$ cat src/rtl/wbdepp_bridge.sv
// Digilent DEPP (EPP) host port bridged to a single-transaction Wishbone pipelined master.
// The host reaches a byte-wide register file; a command write launches one WB read or write.
module wbdepp_bridge #(
  parameter int DW          = 32,
  parameter int AW          = 32,
  parameter int SYNC_STAGES = 2,
  parameter int TIMEOUT     = 255
) (
  input  logic          i_clk,
  input  logic          i_rst_n,
  input  logic          i_astb_n,
  input  logic          i_dstb_n,
  input  logic          i_write_n,
  input  logic [7:0]    i_depp,
  output logic [7:0]    o_depp,
  output logic          o_wait,
  output logic          o_wb_cyc,
  output logic          o_wb_stb,
  output logic          o_wb_we,
  output logic [AW-1:0] o_wb_addr,
  output logic [DW-1:0] o_wb_data,
  input  logic          i_wb_ack,
  input  logic          i_wb_stall,
  input  logic          i_wb_err,
  input  logic [DW-1:0] i_wb_data,
  input  logic          i_int
);

  localparam int NB = DW / 8;
  localparam int TW = (TIMEOUT < 2) ? 1 : $clog2(TIMEOUT + 1);

  typedef enum logic [1:0] {IDLE = 2'd0, BUS = 2'd1, HOLD = 2'd2} state_t;

  state_t state_q, state_d;

  logic [SYNC_STAGES-1:0] astb_sr, dstb_sr, wrn_sr;
  logic [7:0]             depp_sr [SYNC_STAGES];
  logic                   astb_prev, dstb_prev;
  logic                   astb_s, dstb_s, wrn_s;
  logic [7:0]             depp_s;

  logic [7:0]    rp_q, cmd_q;
  logic [AW-1:0] addr_q;
  logic [DW-1:0] wdata_q, rdata_q;
  logic          err_q, to_q, int_q;
  logic [TW-1:0] tcnt_q;

  logic        a_fall, d_fall, both_high, cmd_start, tmo_hit;
  logic        a_evt, d_evt, launch, bus_end, stat_rd, wait_d;
  logic [7:0]  rd_byte;
  logic [31:0] addr_ext, wdata_ext, rdata_ext, addr_wr, wdata_wr;

  // Strobes, direction and data share one synchroniser depth so they stay aligned.
  always_ff @(posedge i_clk or negedge i_rst_n) begin
    if (!i_rst_n) begin
      astb_sr   <= '0;
      dstb_sr   <= '0;
      wrn_sr    <= '0;
      astb_prev <= 1'b0;
      dstb_prev <= 1'b0;
      for (int i = 0; i < SYNC_STAGES; i++) depp_sr[i] <= '0;
    end else begin
      astb_sr    <= {astb_sr[SYNC_STAGES-2:0], i_astb_n};
      dstb_sr    <= {dstb_sr[SYNC_STAGES-2:0], i_dstb_n};
      wrn_sr     <= {wrn_sr[SYNC_STAGES-2:0], i_write_n};
      depp_sr[0] <= i_depp;
      for (int i = 1; i < SYNC_STAGES; i++) depp_sr[i] <= depp_sr[i-1];
      astb_prev  <= astb_s;
      dstb_prev  <= dstb_s;
    end
  end

  assign astb_s    = astb_sr[SYNC_STAGES-1];
  assign dstb_s    = dstb_sr[SYNC_STAGES-1];
  assign wrn_s     = wrn_sr[SYNC_STAGES-1];
  assign depp_s    = depp_sr[SYNC_STAGES-1];
  assign a_fall    = astb_prev & ~astb_s;
  assign d_fall    = dstb_prev & ~dstb_s;
  assign both_high = astb_s & dstb_s;
  assign cmd_start = ~wrn_s & (rp_q == 8'h08) & (depp_s[0] | depp_s[1]);
  assign tmo_hit   = (TIMEOUT != 0) && (32'(tcnt_q) == TIMEOUT - 1);

  // Registers narrower than 32 bits are zero-extended so absent bytes read as 0
  // and writes to them fall away on truncation.
  assign addr_ext  = 32'(addr_q);
  assign wdata_ext = 32'(wdata_q);
  assign rdata_ext = 32'(rdata_q);

  always_comb begin
    addr_wr  = addr_ext;
    wdata_wr = wdata_ext;
    addr_wr[{rp_q[1:0], 3'b000} +: 8]  = depp_s;
    wdata_wr[{rp_q[1:0], 3'b000} +: 8] = depp_s;
  end

  always_comb begin
    rd_byte = 8'h00;
    if (rp_q < 8'h04)       rd_byte = addr_ext[{rp_q[1:0], 3'b000} +: 8];
    else if (rp_q < 8'h08)  rd_byte = rdata_ext[{rp_q[1:0], 3'b000} +: 8];
    else if (rp_q == 8'h08) rd_byte = cmd_q;
    else if (rp_q == 8'h09) rd_byte = {4'b0000, int_q, to_q, err_q, state_q == BUS};
  end

  always_comb begin
    state_d = state_q;
    wait_d  = o_wait;
    a_evt   = 1'b0;
    d_evt   = 1'b0;
    launch  = 1'b0;
    bus_end = 1'b0;
    case (state_q)
      IDLE: begin
        if (a_fall) begin
          a_evt   = 1'b1;
          state_d = HOLD;
        end else if (d_fall) begin
          d_evt = 1'b1;
          if (cmd_start) begin
            launch  = 1'b1;
            state_d = BUS;
          end else begin
            state_d = HOLD;
          end
        end
      end
      BUS: begin
        if (i_wb_ack || i_wb_err || tmo_hit) begin
          bus_end = 1'b1;
          state_d = HOLD;
        end
      end
      HOLD: begin
        // o_wait is always raised for at least one cycle, even if the host let go early.
        if (o_wait && both_high) begin
          wait_d  = 1'b0;
          state_d = IDLE;
        end else begin
          wait_d = 1'b1;
        end
      end
      default: state_d = IDLE;
    endcase
  end

  assign stat_rd = d_evt & wrn_s & (rp_q == 8'h09);

  always_ff @(posedge i_clk or negedge i_rst_n) begin
    if (!i_rst_n) begin
      state_q  <= IDLE;
      o_wait   <= 1'b0;
      o_depp   <= '0;
      o_wb_cyc <= 1'b0;
      o_wb_stb <= 1'b0;
      o_wb_we  <= 1'b0;
      rp_q     <= '0;
      cmd_q    <= '0;
      addr_q   <= '0;
      wdata_q  <= '0;
      rdata_q  <= '0;
      err_q    <= 1'b0;
      to_q     <= 1'b0;
      int_q    <= 1'b0;
      tcnt_q   <= '0;
    end else begin
      state_q <= state_d;
      o_wait  <= wait_d;

      if (i_int)        int_q <= 1'b1;
      else if (stat_rd) int_q <= 1'b0;
      if (stat_rd) to_q <= 1'b0;

      if (a_evt) begin
        if (!wrn_s) rp_q   <= depp_s;
        else        o_depp <= rp_q;
      end

      if (d_evt) begin
        if (wrn_s)              o_depp  <= rd_byte;
        else if (rp_q < 8'h04)  addr_q  <= addr_wr[AW-1:0];
        else if (rp_q < 8'h08)  wdata_q <= wdata_wr[DW-1:0];
        else if (rp_q == 8'h08) begin
          cmd_q <= depp_s & 8'h83;
          err_q <= 1'b0;
        end
      end

      if (launch) begin
        o_wb_cyc <= 1'b1;
        o_wb_stb <= 1'b1;
        o_wb_we  <= depp_s[0];
        tcnt_q   <= '0;
      end

      if (state_q == BUS) begin
        if (o_wb_stb && !i_wb_stall) o_wb_stb <= 1'b0;
        if (tcnt_q != '1) tcnt_q <= tcnt_q + 1'b1;
        if (bus_end) begin
          o_wb_cyc <= 1'b0;
          o_wb_stb <= 1'b0;
          if (i_wb_ack) begin
            if (!o_wb_we) rdata_q <= i_wb_data;
            if (cmd_q[7]) addr_q <= addr_q + AW'(NB);
          end else if (i_wb_err) begin
            err_q <= 1'b1;
          end else begin
            to_q <= 1'b1;
          end
        end
      end
    end
  end

  assign o_wb_addr = addr_q;
  assign o_wb_data = wdata_q;

endmodule

$ cat config.mk
export PLATFORM = sky130hd
export DESIGN_NAME = wbdepp_bridge
export DESIGN_NICKNAME = d
export VERILOG_FILES = /design/src/rtl/wbdepp_bridge.sv
export SDC_FILE = /design/constraint.sdc
export NUM_CORES = 1
export LEC_CHECK = 0
export ABC_AREA = 1
export CORE_MARGIN = 2
export CORE_UTILIZATION = 55
export CTS_CLUSTER_DIAMETER = 100
export CTS_CLUSTER_SIZE = 40
export DETAILED_ROUTE_END_ITERATION = 6
export PLACE_DENSITY_LB_ADDON = 0.08
export SETUP_SLACK_MARGIN = 0.3
export SLEW_MARGIN = 25
export SYNTH_ARGS = -nofsm -noshare
export SYNTH_HDL_FRONTEND = slang
export SYNTH_SLANG_ARGS = --single-unit
$ cat constraint.sdc
create_clock -name i_clk -period 2.9 [get_ports i_clk]
set_clock_uncertainty 0.2 [all_clocks]
set_input_delay 0.58 -clock i_clk [delete_from_list [all_inputs] [get_ports i_clk]]
set_output_delay 0.58 -clock i_clk [all_outputs]
set_load 0.01 [all_outputs]
==> results.sh, run 1 <==
export IMPL_synth_top_cell_area_share_pct=47.5
export IMPL_p_clk_share_pct=27.8
export IMPL_worst_r2r_startpoint="rp_q[0]"
export IMPL_layout_drive_gt1_share_pct=8.39
export IMPL_power_leakage_nw=4.91
export IMPL_final_antenna_net_count=0
export IMPL_io_buffers=124
export IMPL_drt_pass1_iterations=6
export IMPL_number_of_global_route_vias_before_repair=7449
export IMPL_worst_path_max_fanout=10
export IMPL_postSynthRegisterBits=156
export IMPL_worstHoldPathType="flop to flop"
export IMPL_post_synth_most_frequent_cells="359 x nand2_1, 156 x dfrtp_1, 138 x nand3_1, 99 x inv_1, 62 x nor2_1"
export IMPL_cp_endpoint_kind="flop"
export IMPL_max_freq_mhz=409
export IMPL_total_power_mw=7.69
export IMPL_wl_per_cell_um=16.1
export IMPL_grt_busiest_layer="met2"
export IMPL_synth_edff_count=0
export IMPL_postSynth_asyncResetShare_pct=100
export IMPL_route_detailed_drc=0
export IMPL_cts_post_setup_buffers_inserted=0
export IMPL_h_tree_depth=4
export IMPL_max_cap_viol_count=0
export IMPL_swShare_pct=38.7
export IMPL_power_density_normalized_to_cell_area_nw_per_um2=754
export IMPL_grt_use_total_pct=29.2
export IMPL_synthesis_nets=1139
export IMPL_ctsLongestPathBuffers=2
export IMPL_r2r_setup_slack_ps=460
export IMPL_synth_top_cells_by_area="dfrtp_1 47%, nand2_1 16%, nand3_1 8.4%"
export IMPL_netlist_top_cell_by_area="dfrtp_1"
export IMPL_antenna_cells_inserted=0
export IMPL_cp_arrival_ps=2550
export IMPL_internal_power_mw=4.72
export IMPL_synth_avg_cell_area_um2=7.60
export IMPL_slew_headroom_pct=44.3
export IMPL_area_growth_pct=24.1
export IMPL_tritoncts="yes"
export IMPL_finalCritPeriodShare_pct=84.3
export IMPL_fp_row_count=44
export IMPL_grt_util_met2_pct=47.7
export IMPL_yosysWarningCount=0
export IMPL_dpl_hpwl_um=16500
export IMPL_grt_max_degree=60
export IMPL_route_vias_total=7793
export IMPL_finalSetupViolCount=0
export IMPL_grt_first_pass_wirelength_um=36900
export IMPL_globalRouteOverflowTotal=0
export IMPL_multi_input_area_um2=3700
export IMPL_worst_hold_path_ep="depp_s[0]"
export IMPL_tritoncts_num_sinks=156
export IMPL_slew_violations=0
export IMPL_p_comb_share_pct=34.3
export IMPL_die_outline_width_um=126
export IMPL_critical_setup_path_kind="flop to flop"
export IMPL_starting_density_of_the_core_pct=56.4
export IMPL_yosys_cell_count_top_type="nand2_1"
export IMPL_antenna_found_initial=0
export IMPL_utilization_pct=69.9
export IMPL_power_frac_seq_pct=38.0
export IMPL_timing_final_crit_period_ps=2440
export IMPL_preCtsSetupSlack_ps=487
export IMPL_clock_root_buffer="clkbuf_16"
export IMPL_finalHoldViolations=0
export IMPL_fin_nets=1260
export IMPL_floorplan_die_area_um2=15900
export IMPL_globalplace_congestion=0.933
export IMPL_cp_required_ps=3000
export IMPL_post_place_cells=1367
export IMPL_startpoint_type="flop"
export IMPL_drt_iter0_markers=736
export IMPL_worstSkewPairLatency_ps=430
export IMPL_final_cells=1400
export IMPL_vias_per_cell=5.57
export IMPL_tightest_slew_ps=828
export IMPL_hold_depth=0
export IMPL_die_height_um=126
export IMPL_fill_cells=1213
export IMPL_num_io_pins=125
export IMPL_synth_seq_area_share_pct=47.5
export IMPL_synth_top_flop_cell="dfrtp_1"
export IMPL_r2r_worst_path_cells=9
export IMPL_post_synth_inst_count=1082
export IMPL_rsz0062_at_grt="false"
export IMPL_synthDistinctLibCells=39
export IMPL_final_setup_tns_ps=0
export IMPL_grtUsageMet3_pct=5.23
export IMPL_final_setup_worst_slack_ps=456
export IMPL_postRouteWirelength_um=22500
export IMPL_gr_usage_met1_pct=37.1
export IMPL_hold_start="depp_sr[8]"
export IMPL_seq_area_um2=3900
export IMPL_netSwitchingPower_mw=2.97
export IMPL_ir_drop_v=0.000492
export IMPL_clk_pin_slew_worst_paths_ps=70
export IMPL_timing_rr_end="tcnt_q[1]"
export IMPL_syn_cell_area_um2=8220
export IMPL_cts_made_buffers=17
export IMPL_design_core_area_um2=14600
export IMPL_status="completed"
==> worst max path at each step <==
| stage | to | depth (start not counted) | startpoint | slack (ps) |
|---|---|---|---|---|
| floorplan | o_wb_addr[21] | 14 | rp_q[1] | 620 |
| global placement | o_wb_addr[21] | 9 | i_wb_err | 510 |
| detailed placement | rdata_ext[9] | 8 | i_wb_err | 490 |
| CTS | tcnt_q[1] | 9 | rp_q[0] | 500 |
| global route | tcnt_q[1] | 9 | rp_q[0] | 320 |
| finish | tcnt_q[1] | 9 | rp_q[0] | 460 |
==> layer usage <==
layer	routed length, um	up-vias
met3	1330	82
li1	-	3750
met1	9250	3622
met5	0	-
met4	1120	0
met2	10800	339
==> kinds of logic (layout without fill, tap and decap cells) <==
| kind of cell | after synthesis | in the layout | synth area share (%) |
|---|---|---|---|
| fa+ha+maj | 8 | 8 | 1.22 |
| simple gates | 624 | 624 | 33.1 |
| mux | 1 | 1 | 0.122 |
| flops | 156 | 156 | 47.5 |
| buf+inv | 147 | 281 | 7.50 |
| xor+xnor | 5 | 5 | 0.533 |
| compound gates | 141 | 141 | 10.0 |
==> repair_timing <==
item	4_1_cts	5_1_grt
hold endpoints to repair	55	0
gates resized for setup	0	0
hold buffers	1	0
setup endpoints to repair	0	0
==> layout make-up <==
class | instances | area share (%)
flip-flops and latches | 156 | 38.3
inverters | 110 | 4.10
multi-input cells | 779 | 36.3
clock inverters | 12 | 1.13
well taps | 184 | 2.26
clock buffers | 20 | 4.38
repair buffers | 139 | 13.6
==> per-stage QoR <==
| step | hold slack [ps] | area (um^2) |
|---|---|---|
| 6_report | 147 | 10200 |
| 5_1_grt | 156 | 10200 |
| 4_1_cts | 149 | 10200 |
| 3_5_place_dp | 135 | 9630 |
| 3_3_place_gp | 133 | 9630 |
| 2_1_floorplan | 84.4 | 8220 |
==> critical path, cell delays in order (launching register included) <==
cell and delay [ps]:
dfrtp_1 380, inv_2 150, ha_1 410, inv_1 160
nor2_1 150, nand3_1 170, inv_2 190, nand3_2 220
nand2_1 190, o22ai_1 90
==> power groups by stage <==
stage	Clock, mW	Sequential, mW	Combinational (mW)
2_1_floorplan	0	2.90	1.55
3_3_place_gp	0	2.94	2.53
3_5_place_dp	0	2.94	2.57
4_1_cts	2.15	2.90	2.61
5_1_grt	2.25	2.96	2.93
6_report	2.13	2.92	2.64
==> placed cells by master, fill, tap and decap left out, types with 3 or more instances in the layout <==
cell type | synthesis | final
nand2_1 | 359 | 359
o22ai_1 | 6 | 6
o21ai_0 | 54 | 54
nor2_4 | 3 | 3
buf_4 | 4 | 12
ha_1 | 8 | 8
o21ai_1 | 12 | 12
nand2_2 | 8 | 8
nor3_1 | 17 | 17
nand4_1 | 8 | 8
o211ai_1 | 11 | 11
clkdlybuf4s50_1 | 0 | 123
dfrtp_1 | 156 | 156
or2_2 | 3 | 3
clkbuf_16 | 0 | 17
nor2_1 | 62 | 61
nand3b_1 | 5 | 5
clkinv_1 | 3 | 3
nand2_4 | 3 | 3
nand3_1 | 138 | 138
nor2_2 | 10 | 11
xor2_1 | 3 | 3
o21ai_2 | 18 | 18
inv_2 | 7 | 7
clkinvlp_4 | 0 | 3
a21oi_1 | 34 | 34
nor4_1 | 4 | 4
inv_1 | 99 | 99
clkinv_4 | 1 | 5
==> sequential cells by signal, summed over array words and instances, names as in the netlist, 2 cells and up <==
signal,flops
o_wb_addr,32
o_wb_data,32
rdata_ext,32
depp_s,8
depp_sr,8
o_depp,8
rp_q,8
tcnt_q,8
cmd_q,3
astb_sr,2
dstb_sr,2
state_q,2
wrn_sr,2
(Power assumes the default switching activity.)
==> run 2: changes to the inputs <==
Settings changed: CORE_UTILIZATION 55 to 49.
Clock period 2.9 ns to 2.2 ns, I/O delays scaled along.
==> results.sh, run 2 (synthesized netlist as in run 1, its figures left out) <==
export IMPL_tritoncts_num_sinks=156
export IMPL_area_growth_pct=38.4
export IMPL_power_leakage_nw=5.71
export IMPL_globalRouteOverflowTotal=0
export IMPL_ir_drop_v=0.000715
export IMPL_ctsLongestPathBuffers=2
export IMPL_cp_arrival_ps=2050
export IMPL_clk_pin_slew_worst_paths_ps=70
export IMPL_status="completed"
export IMPL_grt_use_total_pct=29.0
export IMPL_final_setup_tns_ps=0
export IMPL_antenna_found_initial=0
export IMPL_worst_path_max_fanout=8
export IMPL_power_density_normalized_to_cell_area_nw_per_um2=981
export IMPL_netSwitchingPower_mw=4.42
export IMPL_layout_drive_gt1_share_pct=20.4
export IMPL_h_tree_depth=4
export IMPL_final_antenna_net_count=0
export IMPL_finalCritPeriodShare_pct=86.3
export IMPL_hold_depth=0
export IMPL_cp_required_ps=2350
export IMPL_die_height_um=134
export IMPL_cp_endpoint_kind="flop"
export IMPL_swShare_pct=39.6
export IMPL_globalplace_congestion=0.925
export IMPL_route_vias_total=8128
export IMPL_startpoint_type="flop"
export IMPL_worstSkewPairLatency_ps=430
export IMPL_slew_violations=0
export IMPL_floorplan_die_area_um2=17800
export IMPL_design_core_area_um2=16500
export IMPL_wl_per_cell_um=16.7
export IMPL_power_frac_seq_pct=33.5
export IMPL_leading_cell_type_in_the_layout_fill_and_taps_excluded="nand2_1"
export IMPL_p_comb_share_pct=40.4
export IMPL_clock_root_buffer="clkbuf_16"
export IMPL_dpl_hpwl_um=17700
export IMPL_antenna_cells_inserted=0
export IMPL_max_freq_mhz=527
export IMPL_slew_headroom_pct=63.7
export IMPL_p_clk_share_pct=26.1
export IMPL_grt_first_pass_wirelength_um=40000
export IMPL_worst_r2r_startpoint="rp_q[1]"
export IMPL_die_outline_width_um=134
export IMPL_hold_start="astb_sr[0]"
export IMPL_io_buffers=124
export IMPL_timing_final_crit_period_ps=1900
export IMPL_worst_hold_path_ep="astb_sr[1]"
export IMPL_timing_rr_end="o_wb_addr[14]"
export IMPL_final_cell_mix="342 x nand2_1, 136 x nand3_1, 134 x dfrtp_1"
export IMPL_route_detailed_drc=0
export IMPL_post_place_cells=1436
export IMPL_finalHoldViolations=0
export IMPL_fin_nets=1351
export IMPL_starting_density_of_the_core_pct=49.9
export IMPL_num_io_pins=125
export IMPL_drt_iter0_markers=683
export IMPL_r2r_setup_slack_ps=300
export IMPL_cts_made_buffers=17
export IMPL_rsz0062_at_grt="true"
export IMPL_fp_row_count=47
export IMPL_max_cap_viol_count=0
export IMPL_worstHoldPathType="flop to flop"
export IMPL_drt_pass1_iterations=5
export IMPL_tightest_slew_ps=544
export IMPL_vias_per_cell=5.32
export IMPL_finalSetupViolCount=0
export IMPL_critical_setup_path_kind="flop to flop"
export IMPL_tritoncts="yes"
export IMPL_postRouteWirelength_um=25500
export IMPL_r2r_worst_path_cells=6
export IMPL_number_of_global_route_vias_before_repair=7700
export IMPL_grt_max_degree=54
export IMPL_final_cells=1527
export IMPL_internal_power_mw=6.74
## run 2: cell types whose count changed in the layout (fill, tap and decap cells not counted), sizes merged
cell           change
clkdlybuf4s50     -76
clkbuf             +2
buf               +87
dlymetal6s2s       +1
dlygate4sd2       +74
clkinv             +1
inv                +2
## run 2: layout make-up
class	count	area [um^2]
fill	1385	5080
sequential	156	3930
timing repair buffer	228	2120
timing repair inverter	2	16.3
multi-input combinational	779	4010
inverter	110	459
clock inverter	13	131
tap	220	275
clock buffer	19	443
## run 2: how the worst max path moves through the flow
| stage | slack [ps] | from | cells past startpoint | end |
|---|---|---|---|---|
| floorplan | 230 | rp_q[0] | 12 | tcnt_q[5] |
| global placement | 180 | i_wb_ack | 9 | o_wb_addr[21] |
| detailed placement | 170 | i_wb_ack | 9 | o_wb_addr[24] |
| CTS | 230 | o_wb_addr[23] | 1 | o_wb_addr[23] |
| global route | 200 | o_wb_addr[24] | 10 | o_wb_addr[29] |
| finish | 300 | rp_q[1] | 6 | o_wb_addr[14] |
## run 2: worst max-delay path, stage by stage (launching register included)
cell,delay [ps]
dfrtp_1,400
clkinv_4,100
ha_4,310
nand2_4,90
nor4_1,400
o21ai_0,150
o21ai_0,160
## run 2: metal layers
metal,track usage [%],vias up,routed length [um]
met4,12.5,0,955
met5,0,-,0
li1,-,3940,-
met2,48.4,323,12600
met1,36.8,3802,10400
met3,5.82,63,1530
## run 2: what timing repair did
action,in CTS,in global routing
cloned,1,4
hold endpoints to repair,46,0
endpoints found under the setup margin,152,120
pin swaps,4,18
hold buffers,1,0
setup buffers,31,22
resized for setup,113,66
## run 2: power by group through the flow
stage	Clock [mW]	Sequential, mW	Combinational, mW
after floorplan	0	3.82	2.23
after global placement	0	3.91	3.73
after detailed placement	0	3.89	3.78
after CTS	2.94	3.72	4.07
after global routing	3.08	3.78	4.92
final	2.91	3.74	4.51
## run 2: metrics by stage
stage / util [%] / total power, mW / hold slack, ps / worst slack, ps / area (um^2)
after floorplan: - / 6.05 / -55.6 / 227 / 8330
after global placement: 61.2 / 7.64 / 135 / 182 / 10100
after detailed placement: 61.2 / 7.67 / 136 / 171 / 10100
after CTS: 66.3 / 10.7 / 157 / 226 / 10900
after global routing: 69.1 / 11.8 / 165 / 199 / 11400
final: 69.1 / 11.2 / 152 / 301 / 11400
